`config.mk`:
```
export PLATFORM = sky130hd
export DESIGN_NAME = spi_master_param
export DESIGN_NICKNAME = d
export VERILOG_FILES = /design/src/rtl/spi_master_param.sv
export SDC_FILE = /design/constraint.sdc
export NUM_CORES = 1
export LEC_CHECK = 0
export ABC_AREA = 0
export CORE_MARGIN = 2
export CORE_UTILIZATION = 25
export CTS_CLUSTER_SIZE = 12
export DETAILED_ROUTE_END_ITERATION = 7
export PLACE_DENSITY = 0.56
export SYNTH_ARGS = -nofsm -noshare
export SYNTH_HDL_FRONTEND = slang
export SYNTH_SLANG_ARGS = --single-unit
```
`constraint.sdc`:
```
create_clock -name clk -period 1.8 [get_ports clk]
set_input_delay 0.45 -clock clk [delete_from_list [all_inputs] [get_ports clk]]
set_output_delay 0.45 -clock clk [all_outputs]
set_load 0.01 [all_outputs]
```
`src/rtl/spi_master_param.sv`:
```
// Purpose: SPI master with configurable word width, SCK divider, CPOL/CPHA mode and chip select.
// Latency: done is raised (2*DATA_W+2)*(div+1) cycles after the cycle following an accepted start.
// Backpressure: start is only accepted while idle; requests made while busy are dropped, not queued.
//
// Ports:
//   clk, rst            - system clock, synchronous active-high reset
//   start               - transfer request, sampled only in IDLE
//   din, cs_sel, div,   - transfer configuration, latched when start is accepted
//   cpol, cpha
//   miso                - serial data from the slave, sampled straight into the receive register
//   mosi, sck, cs_n     - registered serial interface outputs
//   dout                - last received word, updated together with the done pulse
//   busy, done          - busy from the cycle after accept to the end of the gap; one-cycle done pulse
module spi_master_param #(
    parameter int  DATA_W  = 32,
    parameter int  NUM_CS  = 4,
    parameter int  DIV_W   = 8,
    parameter int  GAP_CYC = 8,
    localparam int SEL_W   = (NUM_CS > 1) ? $clog2(NUM_CS) : 1
) (
    input  logic              clk,
    input  logic              rst,
    input  logic              start,
    input  logic [DATA_W-1:0] din,
    input  logic [SEL_W-1:0]  cs_sel,
    input  logic [DIV_W-1:0]  div,
    input  logic              cpol,
    input  logic              cpha,
    input  logic              miso,
    output logic              mosi,
    output logic              sck,
    output logic [NUM_CS-1:0] cs_n,
    output logic [DATA_W-1:0] dout,
    output logic              busy,
    output logic              done
);

    typedef enum logic [2:0] {
        S_IDLE,
        S_SETUP,
        S_XFER,
        S_HOLD,
        S_GAP
    } state_t;

    localparam int EDGE_W = $clog2(2 * DATA_W + 1);
    localparam int GAP_W  = (GAP_CYC > 1) ? $clog2(GAP_CYC) : 1;

    localparam logic [EDGE_W-1:0] LAST_EDGE     = EDGE_W'(2 * DATA_W);
    localparam logic [EDGE_W-1:0] PRE_LAST_EDGE = EDGE_W'(2 * DATA_W - 1);
    localparam logic [GAP_W-1:0]  GAP_LAST      = GAP_W'(GAP_CYC - 1);

    state_t              state_q,  state_d;
    logic [DIV_W-1:0]    hp_cnt_q, hp_cnt_d;
    logic [DIV_W-1:0]    div_q,    div_d;
    logic [EDGE_W-1:0]   edge_q,   edge_d;
    logic [GAP_W-1:0]    gap_q,    gap_d;
    logic [DATA_W-1:0]   tx_q,     tx_d;
    logic [DATA_W-1:0]   rx_q,     rx_d;
    logic [DATA_W-1:0]   dout_q,   dout_d;
    logic                cpol_q,   cpol_d;
    logic                cpha_q,   cpha_d;
    logic                sck_q,    sck_d;
    logic                mosi_q,   mosi_d;
    logic                busy_q,   busy_d;
    logic                done_q,   done_d;
    logic [NUM_CS-1:0]   cs_n_q,   cs_n_d;

    logic [NUM_CS-1:0]   cs_dec;
    logic                hp_expired;
    logic                fire_edge;
    logic                leading;

    // An out-of-range index matches no line, so every chip select stays high.
    always_comb begin
        cs_dec = '1;
        for (int i = 0; i < NUM_CS; i++) begin
            if (cs_sel == SEL_W'(i)) begin
                cs_dec[i] = 1'b0;
            end
        end
    end

    always_comb begin
        state_d    = state_q;
        hp_cnt_d   = hp_cnt_q;
        div_d      = div_q;
        edge_d     = edge_q;
        gap_d      = gap_q;
        tx_d       = tx_q;
        rx_d       = rx_q;
        dout_d     = dout_q;
        cpol_d     = cpol_q;
        cpha_d     = cpha_q;
        sck_d      = sck_q;
        mosi_d     = mosi_q;
        busy_d     = busy_q;
        done_d     = 1'b0;
        cs_n_d     = cs_n_q;
        fire_edge  = 1'b0;
        hp_expired = (hp_cnt_q == div_q);
        // edge_q counts edges already issued, so the next one is odd (leading) when edge_q is even.
        leading    = ~edge_q[0];

        case (state_q)
            S_IDLE: begin
                if (start) begin
                    state_d  = S_SETUP;
                    hp_cnt_d = '0;
                    edge_d   = '0;
                    div_d    = div;
                    cpol_d   = cpol;
                    cpha_d   = cpha;
                    tx_d     = din;
                    sck_d    = cpol;
                    // Mode with cpha=0 must have the MSB on the wire before the first edge.
                    mosi_d   = cpha ? 1'b0 : din[DATA_W-1];
                    cs_n_d   = cs_dec;
                    busy_d   = 1'b1;
                end
            end
            S_SETUP: begin
                if (hp_expired) begin
                    hp_cnt_d  = '0;
                    fire_edge = 1'b1;
                    state_d   = S_XFER;
                end else begin
                    hp_cnt_d = hp_cnt_q + DIV_W'(1);
                end
            end
            S_XFER: begin
                // Each half-period starts with an edge; the half-period after the final
                // edge carries sck back at cpol before HOLD begins.
                if (hp_expired) begin
                    hp_cnt_d = '0;
                    if (edge_q == LAST_EDGE) begin
                        state_d = S_HOLD;
                    end else begin
                        fire_edge = 1'b1;
                    end
                end else begin
                    hp_cnt_d = hp_cnt_q + DIV_W'(1);
                end
            end
            S_HOLD: begin
                if (hp_expired) begin
                    hp_cnt_d = '0;
                    cs_n_d   = '1;
                    done_d   = 1'b1;
                    dout_d   = rx_q;
                    mosi_d   = 1'b0;
                    gap_d    = '0;
                    state_d  = S_GAP;
                end else begin
                    hp_cnt_d = hp_cnt_q + DIV_W'(1);
                end
            end
            S_GAP: begin
                if (gap_q == GAP_LAST) begin
                    busy_d  = 1'b0;
                    state_d = S_IDLE;
                end else begin
                    gap_d = gap_q + GAP_W'(1);
                end
            end
            default: begin
                state_d = S_IDLE;
            end
        endcase

        if (fire_edge) begin
            sck_d  = ~sck_q;
            edge_d = edge_q + EDGE_W'(1);
            // miso is taken on the clk edge that launches the sampling sck edge.
            if (leading ^ cpha_q) begin
                rx_d = {rx_q[DATA_W-2:0], miso};
            end
            if (cpha_q && leading) begin
                mosi_d = tx_q[DATA_W-1];
                tx_d   = {tx_q[DATA_W-2:0], 1'b0};
            end else if (!cpha_q && !leading && (edge_q != PRE_LAST_EDGE)) begin
                // MSB already went out at accept, so the next bit is one below the top.
                mosi_d = tx_q[DATA_W-2];
                tx_d   = {tx_q[DATA_W-2:0], 1'b0};
            end
        end
    end

    always_ff @(posedge clk) begin
        if (rst) begin
            state_q  <= S_IDLE;
            hp_cnt_q <= '0;
            div_q    <= '0;
            edge_q   <= '0;
            gap_q    <= '0;
            tx_q     <= '0;
            rx_q     <= '0;
            dout_q   <= '0;
            cpol_q   <= 1'b0;
            cpha_q   <= 1'b0;
            sck_q    <= 1'b0;
            mosi_q   <= 1'b0;
            busy_q   <= 1'b0;
            done_q   <= 1'b0;
            cs_n_q   <= '1;
        end else begin
            state_q  <= state_d;
            hp_cnt_q <= hp_cnt_d;
            div_q    <= div_d;
            edge_q   <= edge_d;
            gap_q    <= gap_d;
            tx_q     <= tx_d;
            rx_q     <= rx_d;
            dout_q   <= dout_d;
            cpol_q   <= cpol_d;
            cpha_q   <= cpha_d;
            sck_q    <= sck_d;
            mosi_q   <= mosi_d;
            busy_q   <= busy_d;
            done_q   <= done_d;
            cs_n_q   <= cs_n_d;
        end
    end

    assign mosi = mosi_q;
    assign sck  = sck_q;
    assign cs_n = cs_n_q;
    assign dout = dout_q;
    assign busy = busy_q;
    assign done = done_q;

endmodule

```
==> results.json, run 1 <==
{
  "power_density_nw_per_um2": 1050,
  "netlist_instances": 662,
  "max-clock-path-buffers": 2,
  "drt_iter0_drc": 293,
  "synthSimpleGateAreaFrac": 0.245,
  "start_util": 0.255,
  "synth_mux_area_frac": 0.0553,
  "synthAdderAreaFrac": 0.0151,
  "die_y_um": 156,
  "grt_usage": 0.134,
  "whs_ns": 0.302,
  "postCtsHoldBufs": 0,
  "end_kind": "flop",
  "async_reset_ff_frac": 0,
  "area_growth_syn_to_layout_pct": 52.3,
  "nNetsFinal": 854,
  "rows": 55,
  "ys_seq_area_frac": 0.463,
  "antenna_found_initial": 0,
  "violations": "setup timing",
  "cts_buffers": 17,
  "worstPathCellList": "xor2_2 > nor4_4 > buf_4 > and3_4 > nand2b_4 > buf_12 > a311oi_2",
  "cts_root_buf": "clkbuf_16",
  "maxSlewViolCount": 0,
  "synth_seq_cells": 134,
  "fin_ws_ns": -0.120,
  "wl_per_cell_um": 15.1,
  "slowest_stage": "dfxtp_4",
  "port_buffers": 87,
  "layout-drive-gt1-share": 0.280,
  "hold_violations": 0,
  "cts_tree": "yes",
  "coreArea_um2": 22700,
  "htree_levels": 4,
  "status": "finished with violations",
  "wl_um": 16500,
  "avgViaCountPerCell": 4.71,
  "overflow": 0,
  "slew_headroom": 0.754,
  "path_clk_slew_ns": 0.06,
  "arrival_ns": 2.24,
  "grt_pass1_vias": 5043,
  "fin_area_um2": 8830,
  "dieArea_um2": 24400,
  "synth-compound-area-share": 0.153,
  "postRouteAntennaNets": 0,
  "grt_pass1_wl_um": 26100,
  "clk_latency_ns": 0.42,
  "io-pin-count": 88,
  "synth_top_family_by_area": "simple AND/OR/NAND/NOR gates",
  "vias": 5164,
  "final_common_cell": "dfxtp_1",
  "hold_class": "primary input to flop",
  "worstPathMaxFanout": 8,
  "vdd_drop_max_v": 0.000575,
  "synth_xor_area_frac": 0.0227,
  "nFillCells": 2239,
  "worst_pin_slew_ns": 0.369,
  "fin_util": 0.389,
  "grt_start_max_net_pins": 67,
  "syn_avg_cell_area_um2": 8.76,
  "synth_edf_count": 0,
  "syn_area_um2": 5800,
  "place_congestion": 0.771,
  "startpoint_type": "flop",
  "setup_tns_ns": -5.39,
  "fin_crit_ns": 1.92,
  "drc": 0,
  "maxCapViolations": 0,
  "syn_nets": 717,
  "setup_viol": 106,
  "max_stage_delay_ns": 0.37,
  "clock-sinks": 134,
  "synthFlopType": "dfxtp_1",
  "rsz0062_at_grt": "true",
  "yosysWarnings": 0,
  "place_hpwl_um": 9640,
  "yosys.cell_types.count": 44,
  "critPathKind": "flop to flop",
  "finClkSkew_ns": 0.0120,
  "die_w_um": 156,
  "final_cell_mix": "dfxtp_1 (126), nand2_1 (109), clkdlybuf4s50_1 (65)",
  "p_leak_nw": 3.59,
  "worstPathRequired_ns": 2.12,
  "drtPass1Iterations": 4,
  "fmax_mhz": 521,
  "n_antenna_cell": 0,
  "period_share": 1.07,
  "dpl_cell_area_um2": 7460
}
==> worst max-delay path: cells and delay by family (launching register included) <==
family	cells	cell delay [ns]
compound gates	1	0.25
xor+xnor	1	0.16
buf+inv	2	0.34
flops	1	0.37
simple gates	3	0.71
==> cell type report <==
cell class | count | area, um2 | share of cell area
sequential | 134 | 2700 | 0.305
multi-input combinational | 470 | 3240 | 0.367
tap | 285 | 357 | 0.0404
inverter | 4 | 15.0 | 0.00170
clock inverter | 11 | 149 | 0.0169
clock buffer | 21 | 450 | 0.0510
timing repair buffer | 172 | 1930 | 0.218
==> Yosys cell counts (all sizes together) (5+ instances only) <==
cell / count / area share
a311oi: 32 / 0.079
ha: 7 / 0.015
clkbuf: 33 / 0.021
dfxtp: 134 / 0.46
a31oi: 5 / 0.0054
mux2i: 32 / 0.055
nor2: 51 / 0.033
xor2: 12 / 0.018
nor3: 36 / 0.031
buf: 21 / 0.022
nand2: 130 / 0.084
nand3b: 6 / 0.0078
or2: 5 / 0.0054
nand3: 54 / 0.047
a21oi: 56 / 0.049
==> routing by layer <==
layer,track usage,wire (um),vias up
met2,0.208,7530,97
met3,0.0360,682,13
li1,-,-,2608
met1,0.184,8150,2446
met4,0.0367,161,0
met5,0,0,-
==> sequential cells by signal (all words and copies together) (netlist names) <==
name,count
gap_q,3
div_q,8
rx_q,32
hp_cnt_q,8
cs_n,4
done,1
busy,1
tx_q,32
mosi,1
dout,32
cpha_q,1
edge_q,7
sck,1
state_q,3
==> cell families after synthesis <==
logic type | count (synthesis)
buffers and inverters | 58
flip-flops | 134
multiplexers | 32
XOR/XNOR | 15
adder cells (fa/ha/maj) | 7
AO/OA/AOI/OAI | 107
AND/OR/NAND/NOR | 309
==> where the power goes <==
group / internal, W / switching, W / leakage [nW]
clock network: 0.00222 / 0.00134 / 0.295
logic: 0.00118 / 0.00126 / 2.21
registers: 0.00314 / 0.000119 / 1.09
total: 0.00654 / 0.00272 / 3.59
==> per-stage QoR <==
step	total power [W]	worst slack [ns]	instances
floorplan	0.00436	0.00436	662
global placement	0.00518	-0.259	1048
detailed placement	0.00518	-0.288	1048
CTS	0.00911	-0.0651	1091
global route	0.00969	-0.221	1097
finish	0.00926	-0.120	1097
==> final timing paths <==
path               start        to  slack [ns]  depth (start not counted)
max          hp_cnt_q[6]   tx_q[3]       -0.12                          7
min reg2reg     rx_q[31]  rx_q[31]        0.46                          2
min                  rst      busy        0.30                          2
max reg2reg  hp_cnt_q[6]   tx_q[3]       -0.12                          7
==> repair_timing <==
item / in CTS / in global routing
setup endpoints to repair: 117 / 131
cloned: 5 / 5
buffers inserted: 6 / 2
pin swaps: 12 / 54
resized for setup: 41 / 83
(Power assumes the default switching activity.)
==> inputs of run 2 (changes only) <==
--- a/config.mk
+++ b/config.mk
@@ -6,11 +6,13 @@
 export NUM_CORES = 1
 export LEC_CHECK = 0
 export ABC_AREA = 0
+export CELL_PAD_IN_SITES_DETAIL_PLACEMENT = 1
+export CELL_PAD_IN_SITES_GLOBAL_PLACEMENT = 2
 export CORE_MARGIN = 2
-export CORE_UTILIZATION = 25
+export CORE_UTILIZATION = 29
 export CTS_CLUSTER_SIZE = 12
 export DETAILED_ROUTE_END_ITERATION = 7
-export PLACE_DENSITY = 0.56
+export PLACE_DENSITY = 0.86
 export SYNTH_ARGS = -nofsm -noshare
 export SYNTH_HDL_FRONTEND = slang
 export SYNTH_SLANG_ARGS = --single-unit
==> run 2 against run 1 <==
Die area fell by 13%. Clock skew fell by 0.0023 ns. Sequential share of layout area is 0.38 points higher. Global-route usage is 2.9 points higher. Highest routed layer unchanged. Utilization is 5.8 points higher. Critical endpoint is now tx_q[30]. First-iteration DRC count down 44%. Total power increased by 2.1%. The flow still finishes with violations (setup timing).
==> results.json, run 2 (synthesis gave the netlist of run 1 again) <==
{
  "nFillCells": 2251,
  "startpoint_type": "flop",
  "io-pin-count": 88,
  "maxCapViolations": 0,
  "fin_util": 0.447,
  "violations": "setup timing",
  "worst_pin_slew_ns": 0.384,
  "n_antenna_cell": 0,
  "worstPathRequired_ns": 2.12,
  "multi_input_area_um2": 3160,
  "cts_tree": "yes",
  "maxSlewViolCount": 0,
  "fin_ws_ns": -0.145,
  "place_hpwl_um": 10800,
  "end_kind": "flop",
  "htree_levels": 4,
  "layout-drive-gt1-share": 0.264,
  "arrival_ns": 2.26,
  "dieArea_um2": 21100,
  "path_clk_slew_ns": 0.06,
  "fmax_mhz": 514,
  "critPathKind": "flop to flop",
  "area_growth_syn_to_layout_pct": 50.4,
  "nNetsFinal": 855,
  "power_density_nw_per_um2": 1080,
  "hold_violations": 0,
  "antenna_found_initial": 0,
  "wl_per_cell_um": 16.4,
  "fin_cells": 1078,
  "finClkSkew_ns": 0.00976,
  "whs_ns": 0.405,
  "postRouteAntennaNets": 0,
  "grt_pass1_vias": 5601,
  "grt_usage": 0.163,
  "period_share": 1.08,
  "grt_start_max_net_pins": 36,
  "coreArea_um2": 19500,
  "final_cell_mix": "nand2_1 (127), dfxtp_1 (124), clkdlybuf4s50_1 (74)",
  "drtPass1Iterations": 4,
  "seqCellArea_um2": 2700,
  "whs_path_depth": 2,
  "final_common_cell": "nand2_1",
  "total_power_w": 0.00946,
  "wl_um": 17700,
  "startpoint": "edge_q[6]",
  "overflow": 0,
  "hp-start": "rst",
  "vdd_drop_max_v": 0.000749,
  "avgViaCountPerCell": 4.92,
  "status": "finished with violations",
  "setup_viol": 100,
  "vias": 5302,
  "dp_cells": 1023,
  "slew_headroom": 0.744,
  "cts_root_buf": "clkbuf_16",
  "cts_buffers": 17,
  "start_util": 0.297,
  "rows": 51,
  "reg2reg_depth": 8,
  "die_w_um": 145,
  "clk_latency_ns": 0.42,
  "port_buffers": 87,
  "p_leak_nw": 3.41,
  "grt_pass1_wl_um": 28300,
  "max-clock-path-buffers": 2,
  "fin_crit_ns": 1.94,
  "reg2reg_from": "edge_q[6]",
  "clock-sinks": 134,
  "hold_class": "primary input to flop",
  "rsz0062_at_grt": "true",
  "worstPathMaxFanout": 9,
  "place_congestion": 0.809,
  "postCtsHoldBufs": 0,
  "setup_tns_ns": -7.71,
  "drc": 0,
  "drt_iter0_drc": 165,
  "die_y_um": 145
}
[run 2: path summary, 6_finish.rpt]
path / endpoint / slack, ns
worst min-delay path: cpha_q / 0.41
worst min register to register: rx_q[31] / 0.47
worst max register to register: tx_q[30] / -0.14
worst max-delay path: tx_q[30] / -0.14
[run 2: layout make-up]
| class | count | area share |
|---|---|---|
| multi-input cells | 470 | 0.363 |
| flip-flops and latches | 134 | 0.309 |
| repair buffers | 173 | 0.217 |
| clock buffers | 21 | 0.0516 |
| well taps | 265 | 0.0380 |
| clock inverters | 11 | 0.0198 |
| inverters | 4 | 0.00172 |
[run 2: metal layers]
metal | track usage | vias to the layer above | routed length [um]
li1 | - | 2588 | -
met1 | 0.204 | 2611 | 8090
met5 | 0 | - | 0
met4 | 0.0392 | 0 | 220
met3 | 0.0367 | 21 | 553
met2 | 0.286 | 82 | 8810
[run 2: timing repair]
item	CTS	global route
endpoints found under the setup margin	110	131
setup buffers	10	5
pin swaps	24	14
resized for setup	40	53
gates cloned	2	6
[run 2: through the flow]
| step | setup slack (ns) | area [um2] |
|---|---|---|
| finish | -0.145 | 8720 |
| global route | -0.223 | 8720 |
| CTS | -0.106 | 8330 |
| detailed placement | -0.249 | 7390 |
| global placement | -0.208 | 7390 |
| floorplan | 0.00436 | 5840 |
[run 2: critical path, stage by stage, from the launching register on]
cell	delay, ns
dfxtp_1	0.33
nor4b_2	0.16
buf_4	0.14
a311oi_2	0.28
buf_4	0.17
and3_4	0.26
nand2b_4	0.12
buf_12	0.17
a311oi_4	0.23
[run 2: power breakdown]
group          total [W]  switching, W  internal [W]
logic            0.00248       0.00128       0.00120
clock network    0.00370       0.00134       0.00236
registers        0.00328      0.000137       0.00314
total            0.00946       0.00275       0.00671
==> inputs of run 3 (changes only) <==
--- a/config.mk
+++ b/config.mk
@@ -12,7 +12,7 @@
 export CORE_UTILIZATION = 29
 export CTS_CLUSTER_SIZE = 12
 export DETAILED_ROUTE_END_ITERATION = 7
-export PLACE_DENSITY = 0.86
+export PLACE_DENSITY_LB_ADDON = 0.1
 export SYNTH_ARGS = -nofsm -noshare
 export SYNTH_HDL_FRONTEND = slang
 export SYNTH_SLANG_ARGS = --single-unit
==> run 3 against run 2 <==
The flow still finishes with violations (setup timing). Register-to-register slack worse by 0.06 ns. Combinational power down 2%. Non-clock buffer count down 5. Utilization up 0.17 points. Critical path depth unchanged. Sequential share of layout area down 0.18 points. Highest routed layer unchanged.
==> results.json, run 3 (synthesis gave the netlist of run 1 again) <==
{
  "status": "finished with violations",
  "violations": "setup timing",
  "fin_area_um2": 8750,
  "drtPass1Iterations": 4,
  "postCtsHoldBufs": 0,
  "pre_cts_ws_ns": -0.347,
  "overflow": 0,
  "dp_cells": 1020,
  "switching_share": 0.304,
  "cts_buffers": 17,
  "end_kind": "flop",
  "critPathKind": "flop to flop",
  "vias": 5287,
  "slew_headroom": 0.631,
  "cts_root_buf": "clkbuf_16",
  "total_power_w": 0.00935,
  "crit_family": "simple AND/OR/NAND/NOR gates",
  "p_seq_frac": 0.349,
  "postRouteAntennaNets": 0,
  "wl_per_cell_um": 17.0,
  "period_share": 1.12,
  "place_congestion": 0.767,
  "rsz0062_at_grt": "true",
  "finClkSkew_ns": 0.00789,
  "grt_pass1_wl_um": 29600,
  "grt_pass1_vias": 5676,
  "port_buffers": 87,
  "clock-sinks": 134,
  "coreArea_um2": 19500,
  "final_common_cell": "dfxtp_1",
  "area_growth_syn_to_layout_pct": 51.0,
  "vdd_drop_max_v": 0.000608,
  "clk_latency_ns": 0.42,
  "worst_pin_slew_ns": 0.547,
  "worstPathRequired_ns": 2.10,
  "setup_viol": 112,
  "reg2reg_depth": 8,
  "hp-start": "rst",
  "grt_start_max_net_pins": 47,
  "r2r_end": "dout[11]",
  "arrival_ns": 2.31,
  "io-pin-count": 88,
  "maxCapViolations": 0,
  "n_antenna_cell": 0,
  "htree_levels": 4,
  "avgViaCountPerCell": 4.93,
  "path_clk_slew_ns": 0.06,
  "p_comb_frac": 0.259,
  "reg2reg_slack_ns": -0.21,
  "dieArea_um2": 21100,
  "drc": 0,
  "fin_ws_ns": -0.208,
  "max_stage_delay_ns": 0.42,
  "max-clock-path-buffers": 2,
  "grt_usage": 0.171,
  "p_leak_nw": 3.47,
  "p_sw_w": 0.00284,
  "hold_class": "primary input to flop",
  "slowest_stage": "nor4_4",
  "fmax_mhz": 498,
  "antenna_found_initial": 0,
  "startpoint_type": "flop",
  "clkPwrFrac": 0.392,
  "p_int_w": 0.00651,
  "whs_ns": 0.432,
  "fin_crit_ns": 2.01,
  "cts_tree": "yes",
  "place_hpwl_um": 11100,
  "reg2reg_from": "hp_cnt_q[6]",
  "wl_um": 18200,
  "worstPathCellList": "xor2_1 > nor4_4 > buf_4 > buf_6 > nand3_4 > buf_16 > mux2i_2 > nor2_1",
  "whs_endpoint": "busy",
  "fin_cells": 1073,
  "maxSlewViolCount": 0,
  "nNetsFinal": 850,
  "die_y_um": 145,
  "drt_iter0_drc": 129,
  "worst-path-buf-inv": 3,
  "worstPathMaxFanout": 17,
  "start_util": 0.297,
  "final_cell_mix": "dfxtp_1 (128), nand2_1 (126), clkdlybuf4s50_1 (71)",
  "dpl_cell_area_um2": 7350,
  "rows": 51,
  "whs_path_depth": 2,
  "power_density_nw_per_um2": 1070,
  "hold_violations": 0,
  "nFillCells": 2183,
  "layout-drive-gt1-share": 0.270,
  "die_w_um": 145
}
## run 3: changes by cell type in the layout (fill, tap and decap cells not counted), moves of 8 or more
cell / before / now
a21oi_1: 52 / 42
a21oi_2: 3 / 13
buf_4: 57 / 49
nor3_1: 17 / 28
nor3_2: 19 / 7
## run 3: final cells by class
type	instances	area [um2]	area share
clock inverter	15	191	0.0219
multi-input combinational	470	3200	0.365
clock buffer	17	425	0.0486
timing repair buffer	168	1900	0.218
inverter	4	15.0	0.00172
sequential	134	2690	0.307
tap	265	332	0.0379
## run 3: per-stage QoR
| stage | utilization | TNS, ns |
|---|---|---|
| 2_1_floorplan | - | 0 |
| 4_1_cts | 0.430 | -8.62 |
| 5_1_grt | 0.448 | -23.52 |
| 3_5_place_dp | 0.376 | -25.36 |
| 6_report | 0.448 | -13.50 |
| 3_3_place_gp | 0.376 | -19.10 |
## run 3: power groups by stage
stage / Sequential (W) / Combinational (W) / Clock [W]
floorplan: 0.00330 / 0.00106 / 0
global placement: 0.00330 / 0.00181 / 0
detailed placement: 0.00331 / 0.00185 / 0
CTS: 0.00326 / 0.00229 / 0.00375
global route: 0.00328 / 0.00262 / 0.00388
finish: 0.00326 / 0.00243 / 0.00367
## run 3: per-layer routing
metal  global-route usage  routed length, um  up-vias
met1                0.216               8340     2589
met5                    0                  0        -
met3               0.0376                614       29
li1                     -                  -     2588
met4               0.0603                331        0
met2                0.288               8950       81
## run 3: what timing repair did
| action | CTS | global route |
|---|---|---|
| gates cloned | 6 | 4 |
| buffers inserted | 10 | 2 |
| pin swaps | 18 | 12 |
| endpoints found under the hold margin | 0 | 0 |
| setup endpoints to repair | 111 | 132 |
| gates resized for setup | 49 | 59 |
## run 3: how the worst max path moves through the flow
stage | slack [ns] | from | endpoint | cells after the start
after floorplan | 0.004 | edge_q[0] | tx_q[10] | 8
after global placement | -0.30 | edge_q[6] | mosi | 8
after detailed placement | -0.35 | edge_q[6] | mosi | 8
after CTS | -0.16 | div_q[2] | edge_q[3] | 7
after global routing | -0.30 | hp_cnt_q[6] | dout[11] | 8
final | -0.21 | hp_cnt_q[6] | dout[11] | 8
## run 3: worst register-to-register path: stages (launching register included)
cell	delay [ns]
dfxtp_2	0.32
xor2_1	0.17
nor4_4	0.42
buf_4	0.20
buf_6	0.11
nand3_4	0.16
buf_16	0.23
mux2i_2	0.22
nor2_1	0.06
